## src/rtl/uart_click_pkg.sv

```systemverilog
// Shared definitions for the remote-click UART link (transmitter and receiver).
package uart_click_pkg;

  localparam logic [7:0] CLICK_BYTE = 8'hC1;

  typedef enum logic [2:0] {
    IDLE  = 3'd0,
    START = 3'd1,
    DATA  = 3'd2,
    STOP  = 3'd3,
    GAP   = 3'd4
  } tx_state_t;

  function automatic int bit_cycles(input int clk_freq, input int baud);
    return clk_freq / baud;
  endfunction

endpackage

```

## src/rtl/uart_bit_timer.sv

```systemverilog
// Bit-period timer: counts 0..BIT_CYCLES-1 and flags the last cycle of each bit.
// Latency: bit_done is combinational from the count register; restart zeroes it next cycle.
// No backpressure: free-running, restart may be asserted in any cycle.
module uart_bit_timer #(
  parameter int BIT_CYCLES = 564
) (
  input  logic clk,
  input  logic rst,
  input  logic restart,
  output logic bit_done
);

  localparam int CW = (BIT_CYCLES > 1) ? $clog2(BIT_CYCLES) : 1;
  localparam logic [CW-1:0] LAST = CW'(BIT_CYCLES - 1);

  logic [CW-1:0] cnt_q;

  always_ff @(posedge clk or negedge rst) begin
    if (!rst) begin
      cnt_q <= '0;
    end else if (restart || (cnt_q == LAST)) begin
      cnt_q <= '0;
    end else begin
      cnt_q <= cnt_q + CW'(1);
    end
  end

  assign bit_done = (cnt_q == LAST);

endmodule

```

## src/rtl/uart_click_tx.sv

```systemverilog
// Click-pulse to 8N1 UART frame transmitter with a saturating click queue.
// Latency: start bit appears one cycle after the click is counted; frames go back-to-back.
// No backpressure: clicks accepted every cycle, excess beyond MAX_PENDING dropped and flagged.
module uart_click_tx
  import uart_click_pkg::*;
#(
  parameter int CLK_FREQ    = 65_000_000,
  parameter int BAUD        = 115_200,
  parameter int GAP_BITS    = 2,
  parameter int MAX_PENDING = 7
) (
  input  logic       clk,
  input  logic       rst,
  input  logic       click_in,
  output logic       tx_out,
  output logic       busy,
  output logic [2:0] pending_cnt,
  output logic       dropped
);

  localparam int         BIT_CYCLES = bit_cycles(CLK_FREQ, BAUD);
  localparam logic [2:0] MAX_CNT    = 3'(MAX_PENDING);
  localparam logic [7:0] GAP_LAST   = 8'(GAP_BITS - 1);

  tx_state_t  state_q, state_d;
  logic [2:0] bit_idx_q, bit_idx_d;
  logic [7:0] gap_idx_q, gap_idx_d;
  logic       bit_done, frame_end, deq;
  logic       tx_d, busy_d, drop_d;
  logic [2:0] pend_d;

  uart_bit_timer #(
    .BIT_CYCLES(BIT_CYCLES)
  ) u_bit_timer (
    .clk     (clk),
    .rst     (rst),
    .restart (deq),
    .bit_done(bit_done)
  );

  // A queued click is dequeued either from IDLE or straight off the end of the
  // previous frame, so back-to-back frames leave no extra idle cycle.
  assign frame_end = bit_done &&
                     (((state_q == STOP) && (GAP_BITS == 0)) ||
                      ((state_q == GAP) && (gap_idx_q == GAP_LAST)));
  assign deq = (pending_cnt != 3'd0) && ((state_q == IDLE) || frame_end);

  always_ff @(posedge clk or negedge rst) begin
    if (!rst) begin
      state_q   <= IDLE;
      bit_idx_q <= '0;
      gap_idx_q <= '0;
    end else begin
      state_q   <= state_d;
      bit_idx_q <= bit_idx_d;
      gap_idx_q <= gap_idx_d;
    end
  end

  always_comb begin
    state_d   = state_q;
    bit_idx_d = bit_idx_q;
    gap_idx_d = gap_idx_q;
    case (state_q)
      IDLE: begin
        if (deq) state_d = START;
      end
      START: begin
        if (bit_done) begin
          state_d   = DATA;
          bit_idx_d = '0;
        end
      end
      DATA: begin
        if (bit_done) begin
          bit_idx_d = bit_idx_q + 3'd1;
          if (bit_idx_q == 3'd7) state_d = STOP;
        end
      end
      STOP: begin
        if (bit_done) begin
          if (GAP_BITS == 0) begin
            state_d = deq ? START : IDLE;
          end else begin
            state_d   = GAP;
            gap_idx_d = '0;
          end
        end
      end
      GAP: begin
        if (frame_end) begin
          state_d = deq ? START : IDLE;
        end else if (bit_done) begin
          gap_idx_d = gap_idx_q + 8'd1;
        end
      end
      default: state_d = IDLE;
    endcase
  end

  always_comb begin
    tx_d = 1'b1;
    case (state_d)
      START:   tx_d = 1'b0;
      DATA:    tx_d = CLICK_BYTE[bit_idx_d];
      default: tx_d = 1'b1;
    endcase
    busy_d = (state_d != IDLE);
  end

  // A click landing on the dequeue cycle replaces the dequeued entry one-for-one.
  always_comb begin
    pend_d = pending_cnt;
    drop_d = 1'b0;
    if (click_in && !deq) begin
      if (pending_cnt == MAX_CNT) drop_d = 1'b1;
      else                        pend_d = pending_cnt + 3'd1;
    end else if (!click_in && deq) begin
      pend_d = pending_cnt - 3'd1;
    end
  end

  always_ff @(posedge clk or negedge rst) begin
    if (!rst) begin
      tx_out      <= 1'b1;
      busy        <= 1'b0;
      pending_cnt <= '0;
      dropped     <= 1'b0;
    end else begin
      tx_out      <= tx_d;
      busy        <= busy_d;
      pending_cnt <= pend_d;
      dropped     <= drop_d;
    end
  end

endmodule

```

## config.mk

```make
export PLATFORM = sky130hd
export DESIGN_NAME = uart_click_tx
export DESIGN_NICKNAME = d
export VERILOG_FILES = /design/src/rtl/uart_click_pkg.sv /design/src/rtl/uart_bit_timer.sv /design/src/rtl/uart_click_tx.sv
export SDC_FILE = /design/constraint.sdc
export NUM_CORES = 1
export LEC_CHECK = 0
export CAP_MARGIN = 20
export CORE_MARGIN = 5
export CORE_UTILIZATION = 55
export CTS_CLUSTER_SIZE = 25
export DETAILED_ROUTE_END_ITERATION = 8
export DONT_BUFFER_PORTS = 1
export PLACE_DENSITY = 0.73
export SLEW_MARGIN = 20
export SYNTH_ARGS = -nofsm -noshare
export SYNTH_HDL_FRONTEND = slang
export SYNTH_HIERARCHICAL = 1
export SYNTH_SLANG_ARGS = --single-unit
```

## constraint.sdc

```tcl
create_clock -name clk -period 2.75 [get_ports clk]
set_clock_uncertainty 0.2 [all_clocks]
set_input_delay 0.55 -clock clk [delete_from_list [all_inputs] [get_ports clk]]
set_output_delay 0.55 -clock clk [all_outputs]
set_load 0.01 [all_outputs]
```

# Word-level counts from Yosys, hierarchy flattened
# Memory sizes are Yosys's and may differ from the RTL's.
# Index checks and enable logic that the tools add are counted.
# word_totals
reg_bits,30
rom_bits,8
inputBits,3
output_inout_bits,6
elab_cells,68
mem_count,1
# op_classes
addsub,5
order_cmp,1
eq_ne,14
mux,23
reduce_logical,16
# mem_list
name,words,width,read_ports,rd_clocked_by_memory_dff,write_ports,line_no,source
(no name shown),8,1,1,0,0,uart_click_tx.sv:105,DATA: tx_d = CLICK_BYTE[bit_idx_d];
# ops
operator,count
3-bit 2-to-1 mux,11
8-bit 2-to-1 mux,3
8-bit case mux with 2 select lines,1
3-bit case mux with 5 select lines,1
10-bit by 1-bit adder with 10-bit output (second input constant),1
10-bit equality test (second input constant),1
10-bit 2-to-1 mux,1
3-bit by 2-bit equality test with 1-bit output (second input constant),3
3-bit equality test (second input constant),3
8-bit by 1-bit adder with 8-bit output (second input constant),1
8-bit by 1-bit equality test with 1-bit output (second input constant),1
2-bit != test (second input constant),4
3-bit by 1-bit adder with 3-bit output (second input constant),2
3-bit by 1-bit equality test with 1-bit output (second input constant),2
3-bit case mux with 2 select lines,1
3-bit nonzero test,2
1-bit logical AND,5
3-bit by 4-bit less-than comparator with 1-bit output (second input constant),1
1-bit 2-to-1 mux,4
4-bit AND reduction,1
2-bit nonzero test,2
3-bit zero test,1
3-bit by 1-bit subtractor with 3-bit output (second input constant),1
1-bit zero test,2
other kinds (3),4

# Longest topological paths before layout
# logic_depth
depth_word,10
mapped_depth,10
ltp_nobuf,10

# Hierarchy
# Netlist, hierarchy kept.
# by_module_without_submodules
module,instances,cells_per_inst,area_per_inst_um2,seq_area_each_um2
uart_click_tx,1,124,1204.9,501.7
uart_bit_timer,1,49,504.2,250.2

# Worst setup path after synthesis
# No wires, ideal clock.
# synth_path
path_type,register -> register
startpoint,reg u_bit_timer.cnt_q[0]
endpoint,reg pending_cnt[1]
setup_ps,133
arrival_time_ps,2495
t_required_ps,2417
path_slack_ps,-78
stages_incl_launch_ff,10
path_buffers,0
period_less_slack_ps,2828
cell_sequence,dfrtp_1 ha_1 nand4_1 nor4_1 nand2b_1 nand3_1 o21ai_1 fa_1 a221oi_1 a21oi_1
# synth_between
elab_cells_between_ends,11
classes_between,2 x eq/ne; 1 x mux; 8 x reduce/logical
# synth_rtl
item,line_no,source
start: declaration,uart_bit_timer.sv:16,logic [CW-1:0] cnt_q;
start signal: assignment,uart_bit_timer.sv:24,cnt_q <= cnt_q + CW'(1);
10-bit equality test,uart_bit_timer.sv:28,assign bit_done = (cnt_q == LAST);
via bit_done,uart_click_tx.sv:28,"logic bit_done, frame_end, deq;"
1-bit logical AND,uart_click_tx.sv:43,assign frame_end = bit_done &&
1-bit logical OR,uart_click_tx.sv:46,assign deq = (pending_cnt != 3'd0) && ((state_q == IDLE) || frame_end);
1-bit logical AND,uart_click_tx.sv:46,
1-bit zero test,uart_click_tx.sv:115,if (click_in && !deq) begin
1-bit logical AND,uart_click_tx.sv:115,
3-bit 2-to-1 mux,uart_click_tx.sv:115,
via pend_d[1],uart_click_tx.sv:30,logic [2:0] pend_d;
end signal: assignment,uart_click_tx.sv:132,pending_cnt <= pend_d;
end: declaration,uart_click_tx.sv:17,"output logic [2:0] pending_cnt,"
# The timed path passes the listed nets, and every way through them passes these cells.
# A chain may end at the register's enable or synchronous reset.

# Worst setup path after layout
# layout_path
startpoint,reg u_bit_timer.cnt_q[8]
endpoint,reg pending_cnt[1]
# The elaborated chain is that of the path after synthesis.

==> impl_metrics.yaml <==
logic_synthesis:
  synth-simple-area-share: 0.2247
  ys_seq_area_frac: 0.4400
  ys.flop_type: "dfrtp_1"
  synthTopCellsByArea: "dfrtp_1, ha_1, a21oi_1, nand2_1, nor2_1"
  synth_top_area_cell: "dfrtp_1"
  ys_async_sr_fraction: 1.000
  netlist.area_leader.share: 0.4246
  synth_most_common_cell: "dfrtp_1"
  synth-edff-count: 0
  syn_avg_cell_area_um2: 9.879
  post_synth_xor_area_fraction: 0.05124
  synthAdderAreaFrac: 0.05564
  ys_seq_elements: 30
  yosysUniqueCellTypes: 51
  synth_compound_area_frac: 0.1889
  synth_cells: 173
  synth_fp_nets: 183
  netlist_top_cells_count: "dfrtp_1, nand2_1, nor2_1"
  synth_top_family_by_area: "simple AND/OR/NAND/NOR gates"
  synthMuxAreaShare: 0.005857
  yosys_warnings: 6
  syn-cell-area_mm2: 0.001709
timing:
  slew_violations: 0
  fin_ws_ns: 0.09554
  finalHoldViolations: 0
  max_freq_ghz: 0.3767
  setup-tns-final_ns: 0
  max_slew_margin: 0.5587
  period_needed_ns: 2.654
  max_slew.worst_pin.slew_ns: 0.6569
  period_share: 0.9653
  hold_ws_ns: 0.2048
  rsz0062_at_grt: "true"
  setup_viol: 0
clock_tree:
  cts_root_buffer: "clkbuf_4"
  cts_tree: "built"
  path_clk_slew_ns: 0.09
  cts.sinks: 30
  clockBufferDepth: 2
  cts_htree_levels: 2
  clock_latency_ns: 0.33
  cts_buffers: 5
die:
  die_h_um: 65.75
  dieArea_mm2: 0.004322
  num_rows: 20
  core_mm2: 0.003028
  start_util: 0.5645
  die_x_um: 65.75
  top_level_ports: 9
critical_path:
  path_cells: "or3_4 > nor4_4 > nand2b_4 > nand3_4 > o21ai_4 > fa_1 > a221oi_2 > a21oi_1"
  cp.required_ns: 2.76
  max_stage_delay_ns: 0.46
  end_kind: "flop"
  r2r-start: "u_bit_timer/cnt_q[8]"
  cp-start-kind: "flop"
  arrival_ns: 2.67
  reg2reg_depth: 8
  path_buf_inv: 0
  path_delay_family: "simple AND/OR/NAND/NOR gates"
  critPathMaxFanout: 4
  cp_slowest_cell: "fa_1"
  r2r_setup_slack_ns: 0.1
  worstSetupPathType: "reg2reg"
  rr_endpoint: "pending_cnt[1]"
placed_design:
  dp_slack_ns: 0.05508
  io_buffers: 0
  dp_hpwl_um: 2394
  gp_congestion: 0.7662
global_route:
  antenna_found_initial: 0
  grt_max_degree: 31
  grt_pass1_vias: 1268
  overflow: 0
  grt_pass1_wl_um: 5706
  track_usage: 0.1725
min_path:
  hold_path_class: "in2reg"
  hp-start: "click_in"
  min_path_cells: 2
  worstHoldEndpoint: "pending_cnt[1]"
power_and_ir_drop:
  p_per_area_mw_per_mm2: 638.1
  power_leakage_nw: 0.8222
  ir_drop_uv: 335.1
cells_and_area:
  diodes: 0
  num-nets-final: 203
  final_layout_size_suffix_gt1_frac: 0.2113
  area_growth_pct: 16.69
job:
  maxCapViolations: 0
drt:
  avgViaCountPerCell: 5.761
  drcViolationCount: 0
  avgRoutedWirePerCell_um: 14.32
  ant_nets: 0
  drt_wl_total_um: 3409
  vias: 1371
  firstDrtPassIters: 4
  first_iter_violations: 114
status:
  status: "complete, no violations"
[cell type report]
cell class                 count  area, um^2
sequential                    30       752.0
inverter                       6       22.52
timing repair buffer          18       150.1
multi-input combinational    132       955.9
tap                           44       55.05
clock buffer                   8       58.81
fill                         241        1033
[cells by family (layout without fill, tap and decap cells)]
| family | Yosys count | after routing |
|---|---|---|
| XOR/XNOR | 10 | 10 |
| AO/OA/AOI/OAI | 47 | 47 |
| AND/OR/NAND/NOR | 67 | 67 |
| adder cells (fa/ha/maj) | 7 | 7 |
| flip-flops | 30 | 30 |
| buffers and inverters | 11 | 32 |
| multiplexers | 1 | 1 |
[timing repair]
action,4_1_cts,5_1_grt
hold buffers,2,0
setup endpoints to repair,0,3
resized for setup,0,9
endpoints found under the hold margin,30,0
buffers inserted,0,2
[placed cells by master (no fill, tap or decap), types with 2 or more instances in the layout]
cell	n
or3_4	2
ha_1	6
a21oi_1	13
a211oi_1	2
nor3b_1	2
inv_1	6
o22ai_1	2
clkbuf_1	2
nor3_1	2
or3_1	6
nor2_1	14
o21ai_0	9
nand3_1	4
dfrtp_1	29
a22oi_1	2
xor2_1	4
clkbuf_4	5
o31ai_1	3
or4_1	2
nand2_1	16
buf_4	16
xnor2_1	6
a31oi_1	3
nand4_1	6
[report_power, final]
part	leakage [nW]	switching [W]	internal (W)
clock	0.0326	0.000144	0.000126
sequential	0.389	0.0000604	0.000515
combinational	0.401	0.000226	0.000202
[through the flow]
stage | total power (W) | std cells | instance area, um^2 | util
2_1_floorplan | 0.0008403 | 173 | 1713 | -
3_3_place_gp | 0.0009492 | 226 | 1838 | 0.6070
3_5_place_dp | 0.0009618 | 226 | 1838 | 0.6070
4_1_cts | 0.001246 | 236 | 1927 | 0.6364
5_1_grt | 0.001369 | 238 | 1994 | 0.6587
6_report | 0.001273 | 238 | 1994 | 0.6587
[worst register-to-register path, cell delays in order (launching register included)]
cell and delay, ns:
dfrtp_1 0.42, or3_4 0.42, nor4_4 0.26, nand2b_4 0.20, nand3_4 0.09, o21ai_4 0.18, fa_1 0.46, a221oi_2 0.25
a21oi_1 0.06
[sequential cells by signal, summed over array words and instances (netlist names)]
| register | count |
|---|---|
| u_bit_timer/cnt_q | 10 |
| gap_idx_q | 8 |
| bit_idx_q | 3 |
| pending_cnt | 3 |
| state_q | 3 |
| busy | 1 |
| dropped | 1 |
| tx_out | 1 |
[worst max path at each step]
stage / to / depth (start not counted) / slack, ns / startpoint
2_1_floorplan: pending_cnt[1] / 9 / 0.003 / u_bit_timer/cnt_q[0]
3_3_place_gp: pending_cnt[1] / 8 / 0.10 / u_bit_timer/cnt_q[8]
3_5_place_dp: pending_cnt[1] / 8 / 0.06 / u_bit_timer/cnt_q[8]
4_1_cts: tx_out / 9 / 0.01 / u_bit_timer/cnt_q[8]
5_1_grt: pending_cnt[1] / 8 / -0.07 / u_bit_timer/cnt_q[8]
6_report: pending_cnt[1] / 8 / 0.1 / u_bit_timer/cnt_q[8]
[routing by layer]
layer / routed length (um) / up-vias / share of wire / GRT usage
met3: 118 / 10 / 0.035 / 0.05299
met5: 0 / - / 0 / 0
met1: 1458 / 662 / 0.43 / 0.2072
met2: 1760 / 24 / 0.52 / 0.2929
li1: - / 675 / - / -
met4: 71 / 0 / 0.021 / 0.05440
No activity file was read; power rests on OpenSTA's default activity.
